$ cat config.mk
export PLATFORM = sky130hd
export DESIGN_NAME = alu_ctrl_sequencer
export DESIGN_NICKNAME = d
export VERILOG_FILES = /design/src/rtl/alu_ctrl_pkg.sv /design/src/rtl/alu_ctrl_decode.sv /design/src/rtl/alu_ctrl_sequencer.sv
export SDC_FILE = /design/constraint.sdc
export NUM_CORES = 1
export LEC_CHECK = 0
export ABC_AREA = 1
export CORE_UTILIZATION = 30
export DETAILED_ROUTE_END_ITERATION = 10
export GPL_TIMING_DRIVEN = 1
export PLACE_DENSITY_LB_ADDON = 0.08
export SLEW_MARGIN = 20
export SYNTH_ARGS = -nofsm -noshare
export SYNTH_HDL_FRONTEND = slang
export SYNTH_SLANG_ARGS = --single-unit
$ cat constraint.sdc
create_clock -name clk_i -period 1.8 [get_ports clk_i]
set_input_delay 0.18 -clock clk_i [delete_from_list [all_inputs] [get_ports clk_i]]
set_output_delay 0.18 -clock clk_i [all_outputs]
set_load 0.01 [all_outputs]
$ cat src/rtl/alu_ctrl_pkg.sv
// +--------------------------------------------------------------------+
// | alu_ctrl_pkg: opcode, funct, control-word and state encodings      |
// | Rev 1.0                                                            |
// +--------------------------------------------------------------------+
`default_nettype none

package alu_ctrl_pkg;

  localparam logic [2:0] ALUOP_ADD   = 3'd0;
  localparam logic [2:0] ALUOP_SUB   = 3'd1;
  localparam logic [2:0] ALUOP_RTYPE = 3'd2;
  localparam logic [2:0] ALUOP_OP3   = 3'd3;
  localparam logic [2:0] ALUOP_OP4   = 3'd4;
  localparam logic [2:0] ALUOP_OP5   = 3'd5;
  localparam logic [2:0] ALUOP_OP6   = 3'd6;
  localparam logic [2:0] ALUOP_OP7   = 3'd7;

  localparam logic [5:0] FUNCT_MULT = 6'd24;
  localparam logic [5:0] FUNCT_AND  = 6'd36;
  localparam logic [5:0] FUNCT_OR   = 6'd37;
  localparam logic [5:0] FUNCT_ADD  = 6'd32;
  localparam logic [5:0] FUNCT_SUB  = 6'd34;
  localparam logic [5:0] FUNCT_SLT  = 6'd42;

  localparam logic [3:0] CTRL_AND  = 4'b0000;
  localparam logic [3:0] CTRL_OR   = 4'b0001;
  localparam logic [3:0] CTRL_ADD  = 4'b0010;
  localparam logic [3:0] CTRL_OP3  = 4'b0011;
  localparam logic [3:0] CTRL_OP6  = 4'b0100;
  localparam logic [3:0] CTRL_OP7  = 4'b0101;
  localparam logic [3:0] CTRL_SUB  = 4'b0110;
  localparam logic [3:0] CTRL_SLT  = 4'b0111;
  localparam logic [3:0] CTRL_MULT = 4'b1000;

  localparam logic [0:0] S_IDLE = 1'b0;
  localparam logic [0:0] S_MULT = 1'b1;

endpackage

`default_nettype wire

$ cat src/rtl/alu_ctrl_decode.sv
// +--------------------------------------------------------------------+
// | alu_ctrl_decode: combinational ALUOp/funct -> {ctrl, legal, mult}  |
// | Rev 1.0                                                            |
// +--------------------------------------------------------------------+
`default_nettype none

module alu_ctrl_decode
  import alu_ctrl_pkg::*;
#(
  parameter int ALUOP_W = 3,
  parameter int FUNCT_W = 6
) (
  input  logic [ALUOP_W-1:0] ALUOp_i,
  input  logic [FUNCT_W-1:0] funct_i,
  output logic [3:0]         ctrl_o,
  output logic               legal_o,
  output logic               is_mult_o
);

  logic w_op_hi;
  logic w_funct_hi;

  // Any set bit above the 3-bit opcode means ALUOp >= 8; above bit 5 means an unknown funct.
  generate
    if (ALUOP_W > 3) begin : g_op_hi
      assign w_op_hi = |ALUOp_i[ALUOP_W-1:3];
    end else begin : g_op_nohi
      assign w_op_hi = 1'b0;
    end
    if (FUNCT_W > 6) begin : g_funct_hi
      assign w_funct_hi = |funct_i[FUNCT_W-1:6];
    end else begin : g_funct_nohi
      assign w_funct_hi = 1'b0;
    end
  endgenerate

  always_comb begin
    ctrl_o    = CTRL_AND;
    legal_o   = 1'b1;
    is_mult_o = 1'b0;
    if (!w_op_hi) begin
      case (ALUOp_i[2:0])
        ALUOP_ADD: ctrl_o = CTRL_ADD;
        ALUOP_SUB: ctrl_o = CTRL_SUB;
        ALUOP_RTYPE: begin
          if (w_funct_hi) begin
            legal_o = 1'b0;
          end else begin
            case (funct_i[5:0])
              FUNCT_MULT: begin
                ctrl_o    = CTRL_MULT;
                is_mult_o = 1'b1;
              end
              FUNCT_AND: ctrl_o  = CTRL_AND;
              FUNCT_OR:  ctrl_o  = CTRL_OR;
              FUNCT_ADD: ctrl_o  = CTRL_ADD;
              FUNCT_SUB: ctrl_o  = CTRL_SUB;
              FUNCT_SLT: ctrl_o  = CTRL_SLT;
              default:   legal_o = 1'b0;
            endcase
          end
        end
        ALUOP_OP3: ctrl_o = CTRL_OP3;
        ALUOP_OP4: ctrl_o = CTRL_ADD;
        ALUOP_OP5: ctrl_o = CTRL_SLT;
        ALUOP_OP6: ctrl_o = CTRL_OP6;
        ALUOP_OP7: ctrl_o = CTRL_OP7;
        default:   ctrl_o = CTRL_AND;
      endcase
    end
  end

endmodule

`default_nettype wire

$ cat src/rtl/alu_ctrl_sequencer.sv
// +--------------------------------------------------------------------+
// | alu_ctrl_sequencer: registered ALU control with multi-cycle mult   |
// | Rev 1.0                                                            |
// +--------------------------------------------------------------------+
`default_nettype none

module alu_ctrl_sequencer
  import alu_ctrl_pkg::*;
#(
  parameter int ALUOP_W  = 3,
  parameter int FUNCT_W  = 6,
  parameter int CTRL_W   = 4,
  parameter int MULT_LAT = 4,
  parameter int ERR_W    = 8
) (
  input  logic               clk_i,
  input  logic               rst_i,
  input  logic               valid_i,
  output logic               ready_o,
  input  logic [ALUOP_W-1:0] ALUOp_i,
  input  logic [FUNCT_W-1:0] funct_i,
  input  logic               flush_i,
  output logic [CTRL_W-1:0]  ALUCtrl_o,
  output logic               valid_o,
  output logic               busy_o,
  output logic               illegal_o,
  output logic [ERR_W-1:0]   err_cnt_o
);

  localparam int              CNT_W    = (MULT_LAT > 1) ? $clog2(MULT_LAT) : 1;
  localparam logic [CNT_W-1:0] CNT_LAST = CNT_W'(MULT_LAT - 1);

  logic [0:0]       state_q, state_d;
  logic [CNT_W-1:0] cnt_q, cnt_d;
  logic [3:0]       ctrl_q, ctrl_d;
  logic             valid_q, valid_d;
  logic             illegal_q, illegal_d;
  logic [ERR_W-1:0] err_q, err_d;

  logic [3:0] w_ctrl;
  logic       w_legal;
  logic       w_is_mult;
  logic       w_accept;

  alu_ctrl_decode #(
    .ALUOP_W (ALUOP_W),
    .FUNCT_W (FUNCT_W)
  ) u_decode (
    .ALUOp_i   (ALUOp_i),
    .funct_i   (funct_i),
    .ctrl_o    (w_ctrl),
    .legal_o   (w_legal),
    .is_mult_o (w_is_mult)
  );

  assign ready_o  = (state_q == S_IDLE);
  assign w_accept = valid_i && ready_o && !flush_i;

  always_comb begin
    state_d   = state_q;
    cnt_d     = cnt_q;
    ctrl_d    = ctrl_q;
    valid_d   = 1'b0;
    illegal_d = 1'b0;
    err_d     = err_q;
    if (flush_i) begin
      state_d = S_IDLE;
      cnt_d   = '0;
    end else if (state_q == S_IDLE) begin
      if (w_accept) begin
        if (!w_legal) begin
          illegal_d = 1'b1;
          if (err_q != '1) err_d = err_q + ERR_W'(1);
        end else if (w_is_mult) begin
          ctrl_d  = w_ctrl;
          state_d = S_MULT;
          cnt_d   = '0;
          valid_d = (CNT_LAST == '0);
        end else begin
          ctrl_d  = w_ctrl;
          valid_d = 1'b1;
        end
      end
    end else begin
      // valid_o is registered, so it is raised one cycle ahead of cnt reaching the last step.
      if (cnt_q == CNT_LAST) begin
        state_d = S_IDLE;
        cnt_d   = '0;
      end else begin
        cnt_d   = cnt_q + CNT_W'(1);
        valid_d = ((cnt_q + CNT_W'(1)) == CNT_LAST);
      end
    end
  end

  always_ff @(posedge clk_i or negedge rst_i) begin
    if (!rst_i) begin
      state_q   <= S_IDLE;
      cnt_q     <= '0;
      ctrl_q    <= '0;
      valid_q   <= 1'b0;
      illegal_q <= 1'b0;
      err_q     <= '0;
    end else begin
      state_q   <= state_d;
      cnt_q     <= cnt_d;
      ctrl_q    <= ctrl_d;
      valid_q   <= valid_d;
      illegal_q <= illegal_d;
      err_q     <= err_d;
    end
  end

  assign ALUCtrl_o = CTRL_W'(ctrl_q);
  assign valid_o   = valid_q;
  assign busy_o    = (state_q == S_MULT);
  assign illegal_o = illegal_q;
  assign err_cnt_o = err_q;

endmodule

`default_nettype wire

; Yosys cells after proc, flatten, opt, wreduce, memory -nomap -nowiden
; Cells that the tools add are included.
[totals]
elab_cells = 67
in_bits = 13
regBits = 17
output_inout_bits = 16
[classes]
n_reduce_logical = 12
n_addsub = 2
n_bitwise = 3
eq_ne = 16
n_mux = 28
[op_table]
columns = cell, count
row1 = $eq 6x6->1 const B, 5
row2 = $pmux 4 s7, 1
row3 = $mux 1, 20
row4 = $pmux 4 s5, 1
row5 = $eq 3x3->1 const B, 4
row6 = $mux 2, 6
row7 = $reduce_bool 3->1, 3
row8 = $add 8x1->8 const B, 1
row9 = $ne 8x8->1 const B, 1
row10 = $eq 3x2->1 const B, 2
row11 = $eq 6x5->1 const B, 1
row12 = $reduce_or 6->1, 1
row13 = $reduce_and 5->1, 1
row14 = $eq 2x2->1 const B, 2
row15 = $reduce_and 4->1, 1
row16 = $eq 3x1->1 const B, 1
row17 = $logic_not 3->1, 1
row18 = $not 1->1, 3
row19 = $reduce_and 3->1, 1
row20 = $add 2x1->2 const B, 1
row21 = $logic_and 1x1->1, 2
row22 = $reduce_or 2->1, 1
row23 = $logic_not 1->1, 1

; Longest topological paths before layout
; Gate-level depths: netlist of run 1.
[depth]
ltp_word = 8
depth_mapped = 8
mapped_depth_nobuf = 8

; Hierarchy
; From an unflattened synthesis of run 1, not the netlist that was laid out.
[hier_totals]
cells_unflattened = 149
hier_area_um2 = 1091.0
[modules_own_cells]
columns = mod, cells_per_inst, seq_area_each_um2, n_inst, area_per_inst_um2
row1 = alu_ctrl_sequencer, 109, 425.4, 1, 880.8
row2 = alu_ctrl_decode, 40, 0.0, 1, 210.2

; Worst setup path before layout of run 1
; No wires, ideal clock.
[synth_path]
path_type = flip-flop to flip-flop
startpoint = reg err_q[1], in the netlist err_cnt_o[1]
endpoint = reg err_q[2], in the netlist err_cnt_o[2]
synth_period_minus_slack_ps = 1379
path_stages_with_launch = 8
setup_ps = 66
path_buffers = 0
arrival_ps = 1313
slack_ps = 421
required_ps = 1734
cell_sequence = dfrtp_1 > ha_1 > inv_1 > nor2_2 > nand4_2 > nand3_4 > nand2_1 > nand2_1
[synth_via]
elab_chain_cells = 2
word_cells_on_any_way = 3
classes_between = 1 x add/sub / 1 x eq/ne / 1 x reduce/logical
[synth_rtl]
columns = item, line
row1 = start: declaration, alu_ctrl_sequencer.sv:38  ; logic [ERR_W-1:0] err_q, err_d;
row2 = start signal: assignment, alu_ctrl_sequencer.sv:110  ; err_q <= err_d;
row3 = branches (longest 2 deep; another with $add 8x1->8), -
; Several ways; the timed one is not identified.
; A chain may end at the register's enable or synchronous reset.

; Worst setup path in the final report of run 1
[layout_path]
startpoint = reg err_q[2], in the netlist err_cnt_o[2]
endpoint = out err_cnt_o[2]
[layout_rtl]
columns = item, line
row1 = end: declaration, alu_ctrl_sequencer.sv:27  ; output logic [ERR_W-1:0] err_cnt_o
; No word-level cell between the ends.

==> run metrics, run 1 <==
run status complete, no violations; Pwr Density 599 mW/mm2; VDD IR-drop max 0.000407 V; post-CTS setup repair buffer count 0; largest net degree at the start of global routing 18; Synth top area share 38.9%; cell with the most instances after synthesis nand2_1; Num CTS Buffers 3; Iter 0 DRT Violations 47; I/O pins 29; Peak Freq 657 MHz; Critical Path Sink Type output pin; synthesized area per cell 7.59 um2; Worst Path Arrival 1.34 ns; RSZ-0062 raised after global routing false; CTS tree built; CP Depth 1; FFs w/ async S/R, synth 100%; Syn Nets 160; main flop type after synthesis dfrtp_1; Crit Path Class flop to output pin; root cell of the clock tree clkbuf_4; vias per cell 4.59; antenna violations before repair 0; combinational share of power 25.4%; Post-Syn Area 0.00109 mm2; Nets 195; clk_lat worst skew 0.30 ns; fraction of layout cells with a size suffix above 1 9.55%; Clk pwr share 24.1%; final core utilization 43.2%; P_sw 272 uW; CP peak stage delay 0.57 ns; fin crit period 1.52 ns; max_slew headroom 80.8%; Residual DRC 0; setup ws final 0.277 ns; R2R cell count 7; Die Y 62.4 um; list of most frequent post-synthesis cells 49 x nand2_1, 17 x dfrtp_1, 17 x inv_1; Reg clk slew, reported paths 0.11 ns; DRT Pass-1 Iters 4; min-delay worst type input port to asynchronous set/reset pin; internal power 610 uW; area grow syn2layout 34.8%; Fin Setup TNS 0 ns; critical-path cell list clkdlybuf4s50_1; total gr overflow 0; Synth area leaders dfrtp_1 39%, nand2_1 17%, inv_1 5.8%; Total Power 882 uW; Final setup viols 0; Crit Path Max Fanout 6; Max clock buf depth 2; worst slack, placed 0.109 ns; CTS H-tree depth 1; core area 0.00342 mm2; Max-cap violations 0; clk sinks 17; GPL Wtd Cong 0.781; Worst-Margin Slew 0.287 ns; diode count 0; Worst Setup Start Kind flop; fin area 0.00147 mm2; sequential area share after synthesis 38.9%; Post-synth EDFFs 0; placed cell areas 0.00145 mm2; DIE WIDTH 62.4 um; first-pass GRT wire length 4450 um; Syn Inst Count 144; number of distinct library cells after synthesis 24; clock skew 0.00973 ns; final hold vios 0; R2R setup slack 0.30 ns; drt total wl 2440 um; Starting Density 32.0%; Pins Over Slew Limit 0; GRT Total Usage 14.2%; worst endpoint required time 1.62 ns; Yosys top cell by area dfrtp_1; worst path buffer plus inverter count 1; DR WL/cell 10.9 um; Final Cycle Share 84.6%; switching portion of total power 30.8%; Flop pwr share 50.5%; CP top delay family buffers and inverters; # port buffers 28; static leakage 0.732 nW; Die ar. 0.00389 mm2; YS warnings 0; detailed-placement wirelength estimate 1920 um; post-CTS sizing 0; Yosys reg bits 17; Routed Antenna Nets 0; num rows 21; critical path's slowest cell clkdlybuf4s50_1; vias in the first global route 979; # hold bufs at CTS 0; DR vias 1,029
worst paths after layout:
path | startpoint | to
max reg2reg | err_cnt_o[0] | err_cnt_o[4]
min reg2reg | ALUCtrl_o[0] | ALUCtrl_o[0]
max | err_cnt_o[2] | err_cnt_o[2]
max in group asynchronous | rst_i | ALUCtrl_o[3]
min in group clk_i | ALUCtrl_o[0] | ALUCtrl_o[0]
min | rst_i | illegal_o
power by group through the flow:
stage | sequential (mW) | combinational (mW) | clock [mW]
after floorplan | 0.463 | 0.0893 | 0
after global placement | 0.453 | 0.228 | 0
after detailed placement | 0.453 | 0.228 | 0
after CTS | 0.446 | 0.229 | 0.224
after global routing | 0.452 | 0.253 | 0.247
final | 0.446 | 0.224 | 0.212
stage by stage:
step	hold slack, ns	std cells
global placement	0.470	220
global route	0.204	224
floorplan	-0.116	144
CTS	0.209	224
detailed placement	0.465	220
finish	0.194	224
cells by family after synthesis:
| logic type | after synthesis | synth area share (%) |
|---|---|---|
| xor gates and xnor gates | 3 | 2.40 |
| DFF | 17 | 38.9 |
| buffers and inverters | 19 | 6.86 |
| and+or+nand+nor | 93 | 43.4 |
| AOI/OAI and AO/OA | 9 | 5.03 |
| adders and majority gates | 3 | 3.43 |
cell type report:
class / instances / area, um2
clock buffer: 3 / 22.5
clock inverter: 1 / 5.00
tap: 46 / 57.6
timing repair buffer: 31 / 303
fill: 357 / 1940
sequential: 17 / 425
inverter: 18 / 67.6
multi-input combinational: 108 / 593
metal layers:
metal	track usage (%)	up-vias	wire (um)
li1	-	541	-
met1	19.4	459	1230
met2	23.2	27	1110
met3	3.28	2	84
met4	2.62	0	17
met5	0	-	0
cell usage in the layout (no fill, tap or decap):
cell type / synthesis / layout
o21ai_1: 1 / 1
o31ai_1: 1 / 1
clkdlybuf4s50_1: 0 / 28
nor2_4: 1 / 1
nand3_1: 9 / 9
inv_1: 17 / 17
nand4_1: 10 / 10
dfrtp_1: 17 / 17
nor2_2: 2 / 2
clkinv_2: 0 / 1
nor3_4: 1 / 1
nand3_2: 1 / 1
nand4_2: 1 / 1
a21oi_1: 2 / 2
nor2_8: 1 / 1
nand2_1: 49 / 49
nor2_1: 12 / 12
xor2_1: 2 / 2
inv_2: 1 / 1
o21ai_0: 4 / 4
o211ai_2: 1 / 1
xnor2_1: 1 / 1
ha_1: 3 / 3
clkbuf_4: 0 / 3
buf_4: 1 / 3
nand3b_1: 5 / 5
nand3_4: 1 / 1
state kept, by name, indices dropped and copies added, names as in the netlist:
signal,flops
busy_o,1
ALUCtrl_o,4
err_cnt_o,8
valid_o,1
illegal_o,1
cnt_q,2
No activity file was read; power rests on OpenSTA's default activity.
==> run 2: changes to the inputs <==
- clock period: 1.8 -> 1.5 ns (I/O delays scaled with it)
==> run 2 against run 1 <==
Effect of this change: design area up 8.6%; via count up 6.7%; global-route usage up 0.54 points; critical endpoint is now err_cnt_o[7]; largest cell class unchanged.
==> run metrics, run 2 (synthesized netlist as in run 1, its figures left out) <==
Max clock buf depth 2; CTS tree built; clock skew 0.00527 ns; vias per cell 4.65; area grow syn2layout 46.3%; DR vias 1,098; DRT Pass-1 Iters 4; Nets 207; max_slew headroom 83.8%; Worst Path Arrival 1.29 ns; first-pass GRT wire length 4570 um; GPL Wtd Cong 0.771; I/O pins 29; max reg flops 8; Worst-Margin Slew 0.242 ns; largest net degree at the start of global routing 18; DR WL/cell 11.2 um; Residual DRC 0; DIE WIDTH 62.4 um; Critical R2R Launch err_cnt_o[0]; leading cell type in the layout, fill and taps excluded nand2_1; critical path's slowest cell clkdlybuf4s50_1; fin crit period 1.44 ns; Total Power 1.09 mW; fill count 343; clk_lat worst skew 0.29 ns; Die ar. 0.00389 mm2; critical-path cell list clkdlybuf4s50_1; Crit Path Class flop to output pin; detailed-placement wirelength estimate 2020 um; final hold vios 0; Crit Path Max Fanout 5; num rows 21; # port buffers 28; Pwr Density 684 mW/mm2; run status complete, no violations; CTS H-tree depth 1; total gr overflow 0; # hold bufs at CTS 0; Worst Setup Start Kind flop; core area 0.00342 mm2; Routed Antenna Nets 0; Reg clk slew, reported paths 0.11 ns; launch point of the worst path err_cnt_o[7]; Critical Path Sink Type output pin; Seq. cell area 433 um2; Peak Freq 693 MHz; Pins Over Slew Limit 0; R2R setup slack 0.11 ns; area taken by multi-input logic gates 602 um2; placed cell areas 0.00154 mm2; antenna violations before repair 0; Final setup viols 0; VDD IR-drop max 0.000356 V; CP top delay family buffers and inverters; worst path buffer plus inverter count 1; R2R cell count 7; GRT Total Usage 14.8%; Num CTS Buffers 3; reg-to-reg endpoint err_cnt_o[5]; fraction of layout cells with a size suffix above 1 18.9%; clk sinks 17; CP peak stage delay 0.55 ns; worst endpoint required time 1.35 ns; vias in the first global route 1,053; Iter 0 DRT Violations 37; Die Y 62.4 um; Final Cycle Share 96.2%; static leakage 0.814 nW; Max-cap violations 0; final core utilization 46.8%; Starting Density 32.0%; diode count 0; Fin Setup TNS 0 ns; min-delay worst type input port to asynchronous set/reset pin; drt total wl 2650 um; root cell of the clock tree clkbuf_4; fin area 0.00160 mm2; most frequent cells in the layout 49 x nand2_1, 25 x clkdlybuf4s50_1, 16 x inv_1, 14 x buf_4, 12 x nor2_1
==> run 2: stage by stage <==
step / cells / hold WS, ns / setup slack [ns]
after CTS: 235 / 0.172 / 0.00126
after floorplan: 144 / -0.146 / 0.121
after detailed placement: 231 / 0.466 / -0.156
after global placement: 231 / 0.471 / -0.106
final: 236 / 0.176 / 0.0573
after global routing: 236 / 0.191 / -0.0150
==> run 2: routing by layer <==
layer / up-vias / wire (um) / GRT usage, %
met5: - / 0 / 0
met4: 0 / 21 / 6.10
met3: 2 / 100 / 2.37
met2: 20 / 1260 / 24.0
met1: 511 / 1260 / 19.4
li1: 565 / - / -
==> run 2: how the worst max path moves through the flow <==
| stage | end | cells after the start |
|---|---|---|
| after detailed placement | err_cnt_o[3] | 7 |
| after global routing | err_cnt_o[5] | 7 |
| final | err_cnt_o[7] | 1 |
| after CTS | err_cnt_o[7] | 1 |
| after floorplan | err_cnt_o[2] | 7 |
| after global placement | err_cnt_o[1] | 7 |
==> run 2: power by group <==
| part | switching (mW) | total (mW) | internal (mW) |
|---|---|---|---|
| Clock | 0.153 | 0.253 | 0.0992 |
| Sequential | 0.0240 | 0.520 | 0.496 |
| Combinational | 0.153 | 0.323 | 0.170 |
==> run 2: cell type report <==
cell class / instances / share of cell area, %
clock buffers: 3 / 1.41
clock inverters: 1 / 0.313
inverters: 18 / 4.22
multi-input cells: 108 / 37.6
flip-flops and latches: 17 / 27.1
well taps: 46 / 3.60
repair buffers: 43 / 25.8
==> run 2: repair_timing <==
item                                    4_1_cts  5_1_grt
setup buffers                                 0        1
endpoints found under the setup margin        0       17
hold endpoints to repair                      0        0
gates resized for setup                       0       11
